===== src/rtl/turf_plot_sequencer.sv =====
`default_nettype none
// ============================================================================
//  Module      : turf_plot_sequencer
//  Description : VGA plot scheduler for the N-player turf game. While the game
//                runs it plots one player-head pixel per cycle round-robin,
//                followed by one timer-bar pixel per round. At game end it
//                sweeps the frame black, renders one ranked digit glyph per
//                player, then idles in DONE until restarted. A mid-game clear
//                request blanks the screen and returns to play.
//  Revision    : 1.0 - initial release
// ----------------------------------------------------------------------------
//  Ports
//    CLOCK_50      in   system clock
//    resetn        in   asynchronous active-low reset
//    running       in   game-active level
//    clear_req     in   single-cycle mid-game blank request (RUN only)
//    restart       in   single-cycle request to leave DONE
//    player_pos    in   packed {x,y} per player, player 0 in the LSBs
//    player_colour in   head colour per player
//    timer_x       in   timer-bar column
//    rank_colours  in   colour for glyph k in field k
//    glyph_bits    in   bitmap for glyph k in field k (MSB = top-left pixel)
//    x, y, colour  out  registered plot coordinates and colour
//    plot          out  pixel write strobe
//    phase         out  0 RUN, 1 CLEAR, 2 GLYPH, 3 DONE
//    done          out  high in DONE
// ============================================================================
module turf_plot_sequencer #(
    parameter int NUM_PLAYERS = 4,
    parameter int X_W         = 8,
    parameter int Y_W         = 7,
    parameter int X_MAX       = 159,
    parameter int Y_MAX       = 119,
    parameter int TIMER_Y     = 119,
    parameter int GLYPH_W     = 5,
    parameter int GLYPH_H     = 7,
    parameter int GLYPH_X0    = 33,
    parameter int GLYPH_Y0    = 42,
    parameter int GLYPH_PITCH = 30
) (
    input  logic                                   CLOCK_50,
    input  logic                                   resetn,
    input  logic                                   running,
    input  logic                                   clear_req,
    input  logic                                   restart,
    input  logic [NUM_PLAYERS*(X_W+Y_W)-1:0]       player_pos,
    input  logic [NUM_PLAYERS*3-1:0]               player_colour,
    input  logic [X_W-1:0]                         timer_x,
    input  logic [NUM_PLAYERS*3-1:0]               rank_colours,
    input  logic [NUM_PLAYERS*GLYPH_W*GLYPH_H-1:0] glyph_bits,
    output logic [X_W-1:0]                         x,
    output logic [Y_W-1:0]                         y,
    output logic [2:0]                             colour,
    output logic                                   plot,
    output logic [1:0]                             phase,
    output logic                                   done
);

    // Player/glyph index width; arrays are padded to a power of two so the
    // index width matches the array depth exactly.
    localparam int c_k_w    = (NUM_PLAYERS > 1) ? $clog2(NUM_PLAYERS) : 1;
    localparam int c_k_n    = 1 << c_k_w;
    localparam int c_slot_w = $clog2(NUM_PLAYERS + 1);
    localparam int c_col_w  = (GLYPH_W > 1) ? $clog2(GLYPH_W) : 1;
    localparam int c_row_w  = (GLYPH_H > 1) ? $clog2(GLYPH_H) : 1;
    localparam int c_gbits  = GLYPH_W * GLYPH_H;
    localparam int c_bit_w  = (c_gbits > 1) ? $clog2(c_gbits) : 1;

    typedef enum logic [1:0] {
        ST_RUN   = 2'd0,
        ST_CLEAR = 2'd1,
        ST_GLYPH = 2'd2,
        ST_DONE  = 2'd3
    } state_t;

    // ------------------------------------------------------------------
    // Unpack the per-player buses into indexable arrays
    // ------------------------------------------------------------------
    logic [X_W-1:0]     w_px    [c_k_n];
    logic [Y_W-1:0]     w_py    [c_k_n];
    logic [2:0]         w_pcol  [c_k_n];
    logic [2:0]         w_rcol  [c_k_n];
    logic [c_gbits-1:0] w_glyph [c_k_n];

    generate
        for (genvar gi = 0; gi < c_k_n; gi++) begin : g_unpack
            if (gi < NUM_PLAYERS) begin : g_live
                assign w_px[gi]    = player_pos[gi*(X_W+Y_W)+Y_W +: X_W];
                assign w_py[gi]    = player_pos[gi*(X_W+Y_W) +: Y_W];
                assign w_pcol[gi]  = player_colour[gi*3 +: 3];
                assign w_rcol[gi]  = rank_colours[gi*3 +: 3];
                assign w_glyph[gi] = glyph_bits[gi*c_gbits +: c_gbits];
            end else begin : g_pad
                assign w_px[gi]    = '0;
                assign w_py[gi]    = '0;
                assign w_pcol[gi]  = '0;
                assign w_rcol[gi]  = '0;
                assign w_glyph[gi] = '0;
            end
        end
    endgenerate

    // ------------------------------------------------------------------
    // State and counters
    // ------------------------------------------------------------------
    state_t              r_state, w_state_nxt;
    logic [c_slot_w-1:0] r_slot,  w_slot_nxt;
    logic [X_W-1:0]      r_cx,    w_cx_nxt;
    logic [Y_W-1:0]      r_cy,    w_cy_nxt;
    logic [c_row_w-1:0]  r_gr,    w_gr_nxt;
    logic [c_col_w-1:0]  r_gc,    w_gc_nxt;
    logic [c_k_w-1:0]    r_gk,    w_gk_nxt;
    logic                r_clr_latch, w_clr_latch_nxt;
    logic                r_ret,   w_ret_nxt;
    logic [X_W-1:0]      r_x,     w_x_nxt;
    logic [Y_W-1:0]      r_y,     w_y_nxt;
    logic [2:0]          r_col,   w_col_nxt;
    logic                r_plot,  w_plot_nxt;
    logic                r_done,  w_done_nxt;

    logic [c_k_w-1:0]    w_pk;
    logic [X_W-1:0]      w_gx;
    logic [Y_W-1:0]      w_gy;
    logic [c_bit_w-1:0]  w_bit_idx;
    logic [c_gbits-1:0]  w_gmap;

    assign w_pk = r_slot[c_k_w-1:0];
    assign w_gx = X_W'(GLYPH_X0) + X_W'(r_gk) * X_W'(GLYPH_PITCH) + X_W'(r_gc);
    assign w_gy = Y_W'(GLYPH_Y0) + Y_W'(r_gr);
    // (H-1-r)*W + (W-1-c) rewritten as (H*W-1) - (r*W + c): MSB is top-left.
    assign w_bit_idx = c_bit_w'(c_gbits - 1)
                     - (c_bit_w'(r_gr) * c_bit_w'(GLYPH_W) + c_bit_w'(r_gc));
    assign w_gmap = w_glyph[r_gk];

    always_comb begin
        w_state_nxt     = r_state;
        w_slot_nxt      = r_slot;
        w_cx_nxt        = r_cx;
        w_cy_nxt        = r_cy;
        w_gr_nxt        = r_gr;
        w_gc_nxt        = r_gc;
        w_gk_nxt        = r_gk;
        w_clr_latch_nxt = r_clr_latch;
        w_ret_nxt       = r_ret;
        w_x_nxt         = r_x;
        w_y_nxt         = r_y;
        w_col_nxt       = r_col;
        w_plot_nxt      = 1'b0;
        w_done_nxt      = 1'b0;

        case (r_state)
            ST_RUN: begin
                w_plot_nxt = 1'b1;
                if (r_slot == c_slot_w'(NUM_PLAYERS)) begin
                    // Timer pixel is always plotted; round-end decision here.
                    w_x_nxt    = timer_x;
                    w_y_nxt    = Y_W'(TIMER_Y);
                    w_col_nxt  = 3'b111;
                    w_slot_nxt = '0;
                    if (!running) begin
                        w_state_nxt     = ST_CLEAR;
                        w_ret_nxt       = 1'b0;
                        w_clr_latch_nxt = 1'b0;
                        w_cx_nxt        = '0;
                        w_cy_nxt        = '0;
                    end else if (r_clr_latch || clear_req) begin
                        w_state_nxt     = ST_CLEAR;
                        w_ret_nxt       = 1'b1;
                        w_clr_latch_nxt = 1'b0;
                        w_cx_nxt        = '0;
                        w_cy_nxt        = '0;
                    end
                end else begin
                    w_x_nxt    = w_px[w_pk];
                    w_y_nxt    = w_py[w_pk];
                    w_col_nxt  = w_pcol[w_pk];
                    w_slot_nxt = r_slot + c_slot_w'(1);
                    if (clear_req) begin
                        w_clr_latch_nxt = 1'b1;
                    end
                end
            end

            ST_CLEAR: begin
                w_plot_nxt = 1'b1;
                w_x_nxt    = r_cx;
                w_y_nxt    = r_cy;
                w_col_nxt  = 3'b000;
                if (r_cy == Y_W'(Y_MAX)) begin
                    w_cy_nxt = '0;
                    if (r_cx == X_W'(X_MAX)) begin
                        w_cx_nxt = '0;
                        if (r_ret) begin
                            w_state_nxt = ST_RUN;
                            w_slot_nxt  = '0;
                        end else begin
                            w_state_nxt = ST_GLYPH;
                            w_gr_nxt    = '0;
                            w_gc_nxt    = '0;
                            w_gk_nxt    = '0;
                        end
                    end else begin
                        w_cx_nxt = r_cx + X_W'(1);
                    end
                end else begin
                    w_cy_nxt = r_cy + Y_W'(1);
                end
            end

            ST_GLYPH: begin
                w_plot_nxt = 1'b1;
                w_x_nxt    = w_gx;
                w_y_nxt    = w_gy;
                w_col_nxt  = w_gmap[w_bit_idx] ? w_rcol[r_gk] : 3'b000;
                // Glyph index is innermost so each row is drawn across all
                // glyphs before moving down.
                if (r_gk == c_k_w'(NUM_PLAYERS - 1)) begin
                    w_gk_nxt = '0;
                    if (r_gc == c_col_w'(GLYPH_W - 1)) begin
                        w_gc_nxt = '0;
                        if (r_gr == c_row_w'(GLYPH_H - 1)) begin
                            w_gr_nxt    = '0;
                            w_state_nxt = ST_DONE;
                        end else begin
                            w_gr_nxt = r_gr + c_row_w'(1);
                        end
                    end else begin
                        w_gc_nxt = r_gc + c_col_w'(1);
                    end
                end else begin
                    w_gk_nxt = r_gk + c_k_w'(1);
                end
            end

            ST_DONE: begin
                if (restart) begin
                    w_state_nxt = ST_CLEAR;
                    w_ret_nxt   = 1'b1;
                    w_cx_nxt    = '0;
                    w_cy_nxt    = '0;
                end
            end

            default: begin
                w_state_nxt = ST_RUN;
            end
        endcase

        w_done_nxt = (w_state_nxt == ST_DONE);
    end

    always_ff @(posedge CLOCK_50 or negedge resetn) begin
        if (!resetn) begin
            r_state     <= ST_RUN;
            r_slot      <= '0;
            r_cx        <= '0;
            r_cy        <= '0;
            r_gr        <= '0;
            r_gc        <= '0;
            r_gk        <= '0;
            r_clr_latch <= 1'b0;
            r_ret       <= 1'b0;
            r_x         <= '0;
            r_y         <= '0;
            r_col       <= '0;
            r_plot      <= 1'b0;
            r_done      <= 1'b0;
        end else begin
            r_state     <= w_state_nxt;
            r_slot      <= w_slot_nxt;
            r_cx        <= w_cx_nxt;
            r_cy        <= w_cy_nxt;
            r_gr        <= w_gr_nxt;
            r_gc        <= w_gc_nxt;
            r_gk        <= w_gk_nxt;
            r_clr_latch <= w_clr_latch_nxt;
            r_ret       <= w_ret_nxt;
            r_x         <= w_x_nxt;
            r_y         <= w_y_nxt;
            r_col       <= w_col_nxt;
            r_plot      <= w_plot_nxt;
            r_done      <= w_done_nxt;
        end
    end

    assign x      = r_x;
    assign y      = r_y;
    assign colour = r_col;
    assign plot   = r_plot;
    assign phase  = r_state;
    assign done   = r_done;

endmodule
`default_nettype wire


===== config.mk =====
export PLATFORM = sky130hd
export DESIGN_NAME = turf_plot_sequencer
export DESIGN_NICKNAME = d
export VERILOG_FILES = /design/src/rtl/turf_plot_sequencer.sv
export SDC_FILE = /design/constraint.sdc
export NUM_CORES = 1
export LEC_CHECK = 0
export ABC_CLOCK_PERIOD_IN_PS = 4850
export BUFFER_PORTS_ARGS = -buffer_cell sky130_fd_sc_hd__buf_4
export CAP_MARGIN = 5
export CELL_PAD_IN_SITES_DETAIL_PLACEMENT = 2
export CELL_PAD_IN_SITES_GLOBAL_PLACEMENT = 2
export CORE_MARGIN = 2
export CORE_UTILIZATION = 29
export CTS_BUF_LIST = sky130_fd_sc_hd__clkbuf_8
export DETAILED_ROUTE_END_ITERATION = 12
export HOLD_SLACK_MARGIN = 0.03
export PLACE_DENSITY_LB_ADDON = 0.1
export SLEW_MARGIN = 20
export SYNTH_ARGS = -nofsm -noshare
export SYNTH_HDL_FRONTEND = slang
export SYNTH_SLANG_ARGS = --single-unit

===== constraint.sdc =====
create_clock -name CLOCK_50 -period 4.85 [get_ports CLOCK_50]
set_input_delay 0.2425 -clock CLOCK_50 [delete_from_list [all_inputs] [get_ports CLOCK_50]]
set_output_delay 0.2425 -clock CLOCK_50 [all_outputs]
set_load 0.02 [all_outputs]

### After elaboration in Yosys (flattened, before gate mapping)

Index checks and enable logic that the tools add are counted.

* flip-flop bits (word level): 50
* output and inout bits: 22
* logic and storage cells: 147

* add/subtract/negate cells: 11
* multipliers: 2
* order comparisons: 3
* eq/ne operators: 20
* muxes and demuxes: 78
* bitwise gates (word level): 2
* reductions and logical operators: 17

Operator list (count)
* 8-bit 2-to-1 mux: 9
* 35-bit binary-select mux with 2-bit select: 1
* 35-bit 2-to-1 mux: 2
* 7-bit 2-to-1 mux: 8
* 3-bit 2-to-1 mux: 18
* 8-bit case mux with 3 select lines: 2
* 7-bit case mux with 3 select lines: 2
* 2-bit 2-to-1 mux: 14
* 3-bit case mux with 2 select lines: 3
* 8-bit binary-select mux with 2-bit select: 1
* 2-bit inequality test (second input constant): 8
* 4-bit AND reduction: 4
* 7-bit binary-select mux with 2-bit select: 1
* 3-bit binary-select mux with 2-bit select: 2
* 1-bit 2-to-1 mux: 10
* 5-bit AND reduction: 2
* 3-bit by 1-bit adder with 3-bit output (second input constant): 3
* 3-bit == test (second input constant): 3
* 3-bit case mux with 3 select lines: 1
* 6-bit by 7-bit adder with 8-bit output (first input constant): 1
* 8-bit by 1-bit adder with 8-bit output (second input constant): 1
* 8-bit by 3-bit adder with 8-bit output: 1
* 2-bit == test (second input constant): 4
* 8-bit == test (second input constant): 1
* other kinds (25): 31

### Longest topological paths before layout

Gate-level depths: netlist of run 1.

* depth after elaboration: 8
* mapped depth: 14
* gate-level depth less buffers: 11

### Worst setup path before layout of run 1

Ideal clock, no wire load.

* path kind: reg-to-reg
* start point: reg r_gc[0]
* end point: reg r_col[0] (netlist: colour[0])
* library setup time: 0.095 ns
* data arrival time: 2.687 ns
* required time: 4.755 ns
* path slack: 2.068 ns
* stages on the path, launching flop included: 12
* path buffers: 0
* period minus slack after synthesis: 2.782 ns
* path through: dfrtp_1 > inv_1 > ha_1 > fa_1 > ha_1 > fa_1 > nand2b_1 > a21oi_1 > o211a_1 > nor4_2 > nor2_2 > o31ai_1

* word-level cells in the longest chain between the ends: 6

RTL lines
* from (decl): RTL line 111 `logic [c_col_w-1:0] r_gc, w_gc_nxt;`
* from (signal assigned): RTL line 274 `r_gc <= w_gc_nxt;`
* 6-bit by 3-bit adder with 6-bit output: RTL line 132 `- (c_bit_w'(r_gr) * c_bit_w'(GLYPH_W) + c_bit_w'(r_gc));`
* 6-bit subtractor: RTL line 132
* 1-bit binary-select mux with 6-bit select: RTL line 214 `w_col_nxt = w_gmap[w_bit_idx] ? w_rcol[r_gk] : 3'b000;`
* 1-bit 2-to-1 mux (not written as such): RTL line 214
* 3-bit 2-to-1 mux: RTL line 214
* 3-bit case mux with 3 select lines: RTL line 151 `case (r_state)`
* to (signal assigned): RTL line 280 `r_col <= w_col_nxt;`
* to (decl): RTL line 117 `logic [2:0] r_col, w_col_nxt;`

No other way between the ends. The select of a mux whose other input is x is not followed.
A chain may end at the register's enable or synchronous reset.

### Worst setup path in the final report of run 1

* start point: reg r_gr[0]
* end point: reg r_col[1] (netlist: colour[1])

* word-level cells in the longest chain between the ends: 7

RTL lines
* from (decl): RTL line 110 `logic [c_row_w-1:0] r_gr, w_gr_nxt;`
* from (signal assigned): RTL line 273 `r_gr <= w_gr_nxt;`
* 3-bit by 3-bit multiplier with 6-bit output: RTL line 132
* 6-bit by 3-bit adder with 6-bit output: RTL line 132
* 6-bit subtractor: RTL line 132
* 1-bit binary-select mux with 6-bit select: RTL line 214
* 1-bit 2-to-1 mux (not written as such): RTL line 214
* 3-bit 2-to-1 mux: RTL line 214
* 3-bit case mux with 3 select lines: RTL line 151

No other way between the ends. The select of a mux whose other input is x is not followed.

==> metrics.txt, run 1 <==
asr flop ratio synth 1.00; WP data required 5.04 ns; Clock Path Buffers 2; design internal power roughly 0.0013 W; mean number of vias per cell 5.31; Multi-input gate area around 3500 µm²; Logic pwr share 0.569; Pwr per Cell Area 314 nW/µm²; CP bufs+invs 1; Clk Latency, worst-skew pair 0.32 ns; Yosys Warn Count 0; GRT overflow 0; Antenna diodes 0; status completed; kind of critical path register to register; antenna violations before repair 0; synth top area cells dfrtp_1 (25%), mux4_2 (18%), ha_1 (6.4%), nand2_1 (6.2%), mux4_1 (4.7%); # fillers approximately 1.9k; post-synthesis cell type count 58; Setup TNS 0 ns; First-pass DRT Iterations 4; I/O pin cnt approximately 260; Nets slightly above 1k; Tmin final 3.25 ns; Sw Pwr approximately 0.001 W; Main synth FF type dfrtp_1; hpwl dp ~18 mm; clock sinks 50; final cycle utilization of the critical path 0.669; total power 0.00227 W; sequential share of the synthesized area 0.246; Slew Viols, Final 0; sequential group share of total power 0.297; detailed-route DRC error count 0; Leak ~3.2 nW; # rows 48; Initial Util 0.295; R2R Setup Slk approximately 1.6 ns; Hold Crit Class input pin to register; PostCTS Resize Cnt 0; clk_skew between 0.008 and 0.009 ns; maximum fanout along the worst path 22; slowest stage cell, crit path fa_1; mean routed wirelength per cell 21.2 µm; Post-synth EDFFs 0; synthesized instance count approximately 540; Root Buffer clkbuf_8; crit start category register; first-pass GRT wire length 33.1 mm; fmax 308 MHz; Die Y between 100 and 150 µm; CTS tree done; vias in the first global route roughly 6.1k; synthesized flop and latch total 50; dominant cell type by area after synthesis dfrtp_1; RSZ-0062 raised after global routing false; Syn Nets roughly 800; Clock H-tree levels 2; max_cap viols 0; largest net degree at the start of global routing around 50; all-layer global routing usage 0.231; DRT Wirelength between 20 and 25 mm; vias after detailed routing approximately 5.3k; # Post-CTS Setup Buffers 0; switching share of power 0.445; Peak supply drop between 0.00015 and 0.0002 V; CTS clk-pin slew, worst paths roughly 0.10 ns; slowest stage delay, CP approximately 1.1 ns; Final GP Congestion ~0.79; Core Footprint about 17,000 µm²; synthesized cell area approximately 5100 µm²; cell family with most CP delay adder cells; Avg Cell Area, Syn approximately 9.5 µm²; Die Wd ~140 µm; share of cells above drive strength 1 0.418; relative slew slack 0.398; die area 18,600 µm²; Hold Violations, Final 0; CTS buffer count 5; share of the synthesized area in the top cell type 0.246; Port Buf Inserts between 200 and 300; crit path DAT between 3 and 4 ns; Worst-Margin Slew 0.903 ns; Hold Buf Count CTS 1; CP Capture Type register; synthesis-to-layout area growth 42.4%; antenna-violating nets left 0; crit path cell chain inv_1, ha_1, fa_1, mux4_2, mux2i_1, o21ai_0, nor3_1, nor4_2, nor2_2, o31ai_1; Register Area 1250 µm²; DR iter-0 viols 153; final setup violation count 0; clock power share 0.133
-- metal layers --
layer	track usage	vias up	part of all wire	wire length (µm)
met1	0.252	2620	0.36	7720
met5	0	-	0	0
li1	-	2478	-	-
met4	0.0613	0	0.022	468
met3	0.0470	26	0.061	1280
met2	0.449	174	0.55	11700
-- cell usage after synthesis (all sizes together) (2+ instances only) --
cell type	n
a21o	5
nor2	26
a22o	2
a21oi	32
nand4	4
nand3b	2
fa	3
a32o	3
o41ai	2
mux4	49
xnor2	3
a211oi	7
nand2b	8
clkbuf	23
o31ai	9
a22oi	4
o22ai	3
mux2	9
and2	5
nor3	18
nand3	15
o21bai	2
nor4	3
nor2b	2
mux2i	15
o21ai	53
dfrtp	50
o2bb2ai	2
a2111oi	2
ha	26
and3	5
xor2	6
nand2	84
a31oi	4
nor3b	4
inv	24
buf	13
-- path summary, 6_finish.rpt --
check | from | to | cells after the start
worst min-delay path | clear_req | r_clr_latch$_DFFE_PN0P_ | 3
worst min register to register | y[0]$_DFFE_PN0P_ | y[0]$_DFFE_PN0P_ | 2
max in group asynchronous | resetn | r_gk[0]$_DFFE_PN0P_ | 2
worst max-delay path | r_gr[0]$_DFFE_PN0P_ | colour[1]$_DFFE_PN0P_ | 10
min in group asynchronous | resetn | y[4]$_DFFE_PN0P_ | 2
worst max register to register | r_gr[0]$_DFFE_PN0P_ | colour[1]$_DFFE_PN0P_ | 10
-- cell usage in the layout (no fill, tap or decap), types with 18 or more instances in the layout --
cell type,count
buf_4,264
mux4_2,40
dfrtp_1,49
inv_1,24
ha_1,26
a21oi_1,32
o21ai_0,44
nor2_1,25
nor3_1,18
nand2_1,84
-- cell families after synthesis --
logic type | count (synthesis) | synth area share
and+or+nand+nor | 179 | 0.163
AOI/OAI and AO/OA | 136 | 0.163
muxes | 73 | 0.273
buffers and inverters | 60 | 0.0630
DFF | 50 | 0.246
adders and majority gates | 29 | 0.0758
xor gates and xnor gates | 9 | 0.0155
-- power by group through the flow --
stage	logic, W	registers, W	clock network (W)
finish	0.00130	0.000676	0.000304
floorplan	0.000731	0.000705	0
detailed placement	0.00131	0.000687	0
CTS	0.00132	0.000679	0.000319
global placement	0.00126	0.000677	0
global route	0.00143	0.000696	0.000333
-- per-stage QoR --
| step | hold WS (ns) | worst slack, ns | util | std cells | cell area [µm²] |
|---|---|---|---|---|---|
| finish | 0.223 | 1.60 | 0.420 | 998 | 7240 |
| detailed placement | 0.334 | 1.56 | 0.413 | 989 | 7120 |
| global route | 0.219 | 1.26 | 0.420 | 998 | 7240 |
| global placement | 0.330 | 1.70 | 0.413 | 989 | 7120 |
| floorplan | -0.0531 | 2.07 | - | 536 | 5080 |
| CTS | 0.209 | 1.54 | 0.420 | 998 | 7240 |
-- registers in the layout, summed over array words and instances, names as in the netlist, 2 cells and up --
| name | flops |
|---|---|
| r_slot | 3 |
| y | 7 |
| r_cx | 8 |
| colour | 3 |
| phase | 2 |
| x | 8 |
| r_gk | 2 |
| r_gr | 3 |
| r_gc | 3 |
| r_cy | 7 |
-- final cells by class --
| class | instances | share of cell area |
|---|---|---|
| inverter | 24 | 0.0124 |
| timing repair buffer | 265 | 0.275 |
| sequential | 50 | 0.173 |
| multi-input combinational | 426 | 0.485 |
| clock buffer | 5 | 0.00951 |
| tap | 225 | 0.0389 |
| clock inverter | 3 | 0.00553 |
-- worst reg2reg max path, stage by stage (launching register included) --
cell	delay (ns)
dfrtp_1	0.45
inv_1	0.12
ha_1	0.23
fa_1	1.07
mux4_2	0.41
mux2i_1	0.16
o21ai_0	0.11
nor3_1	0.24
nor4_2	0.08
nor2_2	0.17
o31ai_1	0.10
Note: power is estimated with default switching activity, not from simulation.
==> inputs of run 2 (changes only) <==
Settings changed: ABC_AREA set to 1, ABC_CLOCK_PERIOD_IN_PS 4850 to 2690, CORE_UTILIZATION 29 to 21.
Clock period 4.85 ns to 2.69 ns, I/O delays scaled along.
==> run 2 against run 1 <==
Setup slack got worse by 1.5 ns. Total power grew to 3.3 times the previous value. Routed wire length is 33% higher. Critical endpoint is now colour[2]$_DFFE_PN0P_. Sequential cell count unchanged. Synthesized area increased by 3.4%. Clock power rose by 100%.
==> metrics.txt, run 2 <==
status completed (unchanged); Die Y 162 µm (was 136 µm); Slew Viols, Final 0 (unchanged); detailed-route DRC error count 0 (unchanged); synthesized cell area 5260 µm² (was 5080 µm²); Port Buf Inserts 258 (unchanged); asr flop ratio synth 1.00 (unchanged); Main synth FF type dfrtp_1 (unchanged); Clk Latency, worst-skew pair 0.35 ns (was 0.32 ns); Avg Cell Area, Syn 6.25 µm² (was 9.48 µm²); final worst setup slack 0.144 ns (was 1.60 ns); hpwl dp 22.0 mm (was 17.8 mm); CP Capture Type register (unchanged); final setup violation count 0 (unchanged); antenna violations before repair 1 (was 0); slowest stage delay, CP 0.56 ns (was 1.07 ns); largest net degree at the start of global routing 82 (was 51); commonest non-fill, non-tap cell in the layout buf_4 (unchanged); Hold Violations, Final 0 (unchanged); R2R Setup Slk 0.14 ns (was 1.60 ns); synthesized instance count 841 (was 536); crit path DAT 2.84 ns (was 3.44 ns); mean routed wirelength per cell 19.9 µm (was 21.2 µm); synthesis-to-layout area growth 46.8% (was 42.4%); commonest cells in the netlist nand2_1 (200), nand3_1 (144), nor2_1 (99) (was nand2_1 (84), dfrtp_1 (50), o21ai_0 (44)); Tmin final 2.55 ns (was 3.25 ns); count leader, synth nand2_1 (unchanged); slowest stage cell, crit path fa_2 (was fa_1); CP bufs+invs 1 (unchanged); maximum fanout along the worst path 3 (was 22); I/O pin cnt 259 (unchanged); Die Wd 162 µm (was 136 µm); Nets 1,351 (was 1,038); vias after detailed routing 6,767 (was 5,298); relative slew slack 0.512 (was 0.398); Leak 3.70 nW (was 3.21 nW); post-synthesis cell type count 48 (was 58); placed cells 1,399 (was 989); final std cells w/o fill 1,410 (was 998); crit start category register (unchanged); most frequent cells in the layout buf_4 (286), nand2_1 (200), nand3_1 (142) (was buf_4 (264), nand2_1 (84), dfrtp_1 (49)); GRT overflow 0 (unchanged); kind of critical path register to register (unchanged); Core Footprint 24,500 µm² (was 17,200 µm²); CTS buffer count 5 (unchanged); die area 26,300 µm² (was 18,600 µm²); mean number of vias per cell 4.80 (was 5.31); Setup WS pre-CTS -0.109 ns (was 1.56 ns); RSZ-0062 raised after global routing false (unchanged); antenna-violating nets left 0 (unchanged); Yosys Warn Count 0 (unchanged); final cycle utilization of the critical path 0.946 (was 0.669); clock sinks 50 (unchanged); clk_skew 0.0246 ns (was 0.00808 ns); WP data required 2.99 ns (was 5.04 ns); Worst-Margin Slew 0.731 ns (was 0.903 ns); Antenna diodes 0 (unchanged); Hold Crit Class input pin to register (unchanged); crit path cell chain ha_1, ha_1, inv_1, ha_2, fa_2, nor2_2, a21boi_2, nor2_1, nand2_1, nand3_2, nand3_2, a21oi_2 (was inv_1, ha_1, fa_1, mux4_2, mux2i_1, o21ai_0, nor3_1, nor4_2, nor2_2, o31ai_1); share of the synthesized area in the top cell type 0.238 (was 0.246); CTS tree done (unchanged); DRT Wirelength 28.1 mm (was 21.2 mm); Syn Nets 1,107 (was 802); vias in the first global route 7,224 (was 6,127); all-layer global routing usage 0.213 (was 0.231); synth top area cells dfrtp_1 (24%), nand2_1 (14%), nand3_1 (14%), nor2_1 (7.1%), o21ai_0 (6.5%) (was dfrtp_1 (25%), mux4_2 (18%), ha_1 (6.4%), nand2_1 (6.2%), mux4_1 (4.7%)); Pwr per Cell Area 979 nW/µm² (was 314 nW/µm²); Final GP Congestion 0.790 (about the same); Clock Path Buffers 2 (unchanged); First-pass DRT Iterations 4 (unchanged); # fillers 2,982 (was 1,877); sequential share of the synthesized area 0.238 (was 0.246); Post-synth EDFFs 0 (unchanged); Root Buffer clkbuf_8 (unchanged); Clock H-tree levels 2 (unchanged); # rows 57 (was 48); Peak supply drop 0.000709 V (was 0.000170 V); share of cells above drive strength 1 0.304 (was 0.418); synthesized flop and latch total 50 (unchanged); dominant cell type by area after synthesis dfrtp_1 (unchanged); DR iter-0 viols 337 (was 153); cell family with most CP delay adder cells (unchanged); max_cap viols 0 (unchanged); CTS clk-pin slew, worst paths 0.12 ns (was 0.10 ns); fmax 393 MHz (was 308 MHz); first-pass GRT wire length 43.4 mm (was 33.1 mm); Initial Util 0.215 (was 0.295)
==> run 2: cell types whose count changed in the layout (fill, tap and decap cells not counted), moves of 8 or more <==
cell / delta
buf_4: +22
mux4_1: -9
a21oi_1: +11
mux2i_1: -15
mux4_2: -40
nand2b_1: -8
nand3_1: +127
nand2_1: +116
inv_1: +25
nor2_1: +72
o21ai_0: +24
==> run 2: routing by layer <==
layer | part of all wire | global-route usage
met5 | 0 | 0
met4 | 0.010 | 0.0330
met3 | 0.052 | 0.0396
met2 | 0.46 | 0.353
met1 | 0.48 | 0.293
==> run 2: where the power goes <==
group	switching (W)	internal, W
combinational	0.00369	0.00200
sequential	0.000211	0.00104
clock	0.000324	0.000284
total	0.00423	0.00333
==> run 2: logic make-up after synthesis <==
family,synth area share
flip-flops,0.238
AND/OR/NAND/NOR,0.391
AO/OA/AOI/OAI,0.186
XOR/XNOR,0.0100
adder cells (fa/ha/maj),0.0733
buffers and inverters,0.102
==> run 2: worst paths after layout <==
path                                     startpoint                     to  cells past startpoint
worst min register to register     y[1]$_DFFE_PN0P_       y[1]$_DFFE_PN0P_                      2
worst min-delay path                     timer_x[1]       x[1]$_DFFE_PN0P_                      3
min in group asynchronous                    resetn    r_cx[4]$_DFFE_PN0P_                      2
worst max-delay path            r_gr[0]$_DFFE_PN0P_  colour[2]$_DFFE_PN0P_                     12
max in group asynchronous                    resetn    r_gk[0]$_DFFE_PN0P_                      2
worst max register to register  r_gr[0]$_DFFE_PN0P_  colour[2]$_DFFE_PN0P_                     12
==> run 2: cell type report <==
cell class / count / area, µm² / share of cell area
clock buffer: 5 / 68.8 / 0.00892
multi-input combinational: 678 / 3500 / 0.454
sequential: 50 / 1250 / 0.162
clock inverter: 3 / 48.8 / 0.00633
tap: 324 / 405 / 0.0526
timing repair buffer: 289 / 2200 / 0.285
inverter: 61 / 239 / 0.0310
==> run 2: timing repair <==
action,4_1_cts,5_1_grt
pin swaps,1,6
hold buffers,1,0
resized for setup,3,10
buffers inserted,2,0
endpoints found under the hold margin,50,0
setup endpoints to repair,3,3
==> run 2: through the flow <==
step | util | setup TNS [ns] | hold WS [ns] | power [W] | instance area (µm²)
3_3_place_gp | 0.308 | 0 | 0.243 | 0.00683 | 7530
6_report | 0.315 | 0 | 0.0742 | 0.00755 | 7710
3_5_place_dp | 0.308 | -0.268 | 0.252 | 0.00693 | 7530
2_1_floorplan | - | 0 | -0.161 | 0.00478 | 5260
4_1_cts | 0.314 | 0 | 0.0628 | 0.00761 | 7680
5_1_grt | 0.315 | 0 | 0.0691 | 0.00836 | 7710
==> run 2: worst reg2reg max path: cells and delay by family (launching register included) <==
kind / cells / cell delay (ns)
and+or+nand+nor: 5 / 0.43
buffers and inverters: 1 / 0.04
AOI/OAI and AO/OA: 2 / 0.29
adders and majority gates: 4 / 1.30
DFF: 1 / 0.43
==> inputs of run 3 (changes only) <==
==> constraint.sdc (replaced) <==
create_clock -name CLOCK_50 -period 2.69 [get_ports CLOCK_50]
set_input_delay 0.4035 -clock CLOCK_50 [delete_from_list [all_inputs] [get_ports CLOCK_50]]
set_output_delay 0.4035 -clock CLOCK_50 [all_outputs]
set_load 0.02 [all_outputs]
==> run 3 against run 2 <==
Sequential cell count is the same. Setup slack about the same. Clock-buffer cell count unchanged. Via count grew 0.19%. Utilization hardly changed. Design area fell by 0.13%. Combinational power hardly changed. Final cell count hardly changed. Non-clock buffer count shrank 1. Clock skew barely moved. Register-to-register slack hardly changed. Critical path type unchanged. Critical endpoint unchanged. Largest power group unchanged.
==> metrics.txt, run 3 (synthesized netlist as in run 2, its figures left out) <==
Hold WS 0.109 ns (was 0.0742 ns); GR Layer Usage met1 0.293 (unchanged); Initial Util 0.215 (unchanged); Root Buffer clkbuf_8 (unchanged); most frequent cells in the layout buf_4 (286), nand2_1 (200), nand3_1 (142) (unchanged); Pwr per Cell Area 980 nW/µm² (was 979 nW/µm²); fmax 393 MHz (about the same); CTS buffer count 5 (unchanged); vias in the first global route 7,224 (unchanged); Final GP Congestion 0.790 (unchanged); final setup violation count 0 (unchanged); Nets 1,350 (was 1,351); CTS tree done (unchanged); max_cap viols 0 (unchanged); CTS clk-pin slew, worst paths 0.12 ns (about the same); Hold Buf Count CTS 0 (was 1); # rows 57 (unchanged); vias after detailed routing 6,780 (was 6,767); total power 0.00755 W (about the same); antenna violations before repair 1 (unchanged); Clock Path Buffers 2 (unchanged); I/O pin cnt 259 (unchanged); Core Footprint 24,500 µm² (unchanged); DR iter-0 viols 347 (was 337); First-pass DRT Iterations 5 (was 4); Peak supply drop 0.000714 V (was 0.000709 V); Hold Violations, Final 0 (unchanged); Port Buf Inserts 258 (unchanged); detailed-route DRC error count 0 (unchanged); Die Y 162 µm (unchanged); maximum fanout along the worst path 3 (unchanged); Slew Viols, Final 0 (unchanged); crit path cell chain ha_1, ha_1, inv_1, ha_2, fa_2, nor2_2, a21boi_2, nor2_1, nand2_1, nand3_2, nand3_2, a21oi_2 (unchanged); slowest stage delay, CP 0.56 ns (about the same); Clk Latency, worst-skew pair 0.35 ns (about the same); met3 Usage GRT 0.0396 (unchanged); Antenna diodes 0 (unchanged); synthesis-to-layout area growth 46.6% (was 46.8%); crit path DAT 2.84 ns (about the same); relative slew slack 0.511 (was 0.512); final cycle utilization of the critical path 0.946 (about the same); all-layer global routing usage 0.213 (unchanged); CP Capture Type register (unchanged); status completed (unchanged); met2 Use GR 0.353 (unchanged); DRT Wirelength 28.1 mm (about the same); commonest non-fill, non-tap cell in the layout buf_4 (unchanged); WP data required 2.99 ns (about the same); slowest stage cell, crit path fa_2 (unchanged); largest net degree at the start of global routing 82 (unchanged); clk_skew 0.0246 ns (about the same); clock sinks 50 (unchanged); die area 26,300 µm² (unchanged); mean routed wirelength per cell 19.9 µm (about the same); mean number of vias per cell 4.81 (was 4.80); Hold Crit Class input pin to asynchronous set/reset pin (was input pin to register); share of cells above drive strength 1 0.304 (about the same); hpwl dp 22.0 mm (unchanged); CP bufs+invs 1 (unchanged); Worst-Margin Slew 0.733 ns (was 0.731 ns); global routing's busiest layer met2 (unchanged); RSZ-0062 raised after global routing false (unchanged); cell family with most CP delay adder cells (unchanged); GRT overflow 0 (unchanged); antenna-violating nets left 0 (unchanged); Tmin final 2.55 ns (about the same); Clock H-tree levels 2 (unchanged); first-pass GRT wire length 43.4 mm (unchanged); crit start category register (unchanged); Die Wd 162 µm (unchanged); Leak 3.70 nW (about the same); kind of critical path register to register (unchanged)
-- run 3: cell types whose count changed in the layout (fill, tap and decap cells not counted) --
cell           change
dlygate4sd3_1      -1
-- run 3: path summary, 6_finish.rpt --
path	from	slack, ns	cells past startpoint	endpoint
max in group asynchronous	resetn	2.07	1	r_gk[0]$_DFFE_PN0P_
min in group CLOCK_50	timer_x[1]	0.34	3	x[1]$_DFFE_PN0P_
min	resetn	0.11	1	r_cx[4]$_DFFE_PN0P_
max reg2reg	r_gr[0]$_DFFE_PN0P_	0.14	12	colour[2]$_DFFE_PN0P_
min reg2reg	y[1]$_DFFE_PN0P_	0.50	2	y[1]$_DFFE_PN0P_
max	r_gr[0]$_DFFE_PN0P_	0.14	12	colour[2]$_DFFE_PN0P_
-- run 3: power breakdown --
part | internal, W | total, W | switching, W
Sequential | 0.00104 | 0.00125 | 0.000212
Clock | 0.000284 | 0.000608 | 0.000324
Combinational | 0.00200 | 0.00569 | 0.00369
-- run 3: through the flow --
stage	std cells	util	setup TNS, ns	cell area, µm²	setup slack, ns
2_1_floorplan	841	-	0	5260	0.216
3_3_place_gp	1399	0.308	0	7530	0.140
3_5_place_dp	1399	0.308	-0.268	7530	-0.109
4_1_cts	1409	0.314	0	7670	0.0248
5_1_grt	1409	0.315	0	7700	0.0232
6_report	1409	0.315	0	7700	0.145
-- run 3: timing repair --
action	in CTS	in global routing
buffers inserted	2	0
endpoints found under the setup margin	3	3
pin swaps	1	6
gates resized for setup	3	10
-- run 3: area by class of cell --
type                            instances  area (µm²)
Fill cell                            2983       16800
Multi-Input combinational cell        678        3500
Timing Repair Buffer                  288        2190
Sequential cell                        50        1250
Tap cell                              324         405
Inverter                               61         239
Clock buffer                            5        68.8
Clock inverter                          3        48.8
-- run 3: metal layers --
layer / wire, µm / vias up / share of wire
li1: - / 3333 / -
met1: 13400 / 3269 / 0.48
met2: 12800 / 162 / 0.46
met3: 1500 / 16 / 0.053
met4: 305 / 0 / 0.011
met5: 0 / - / 0
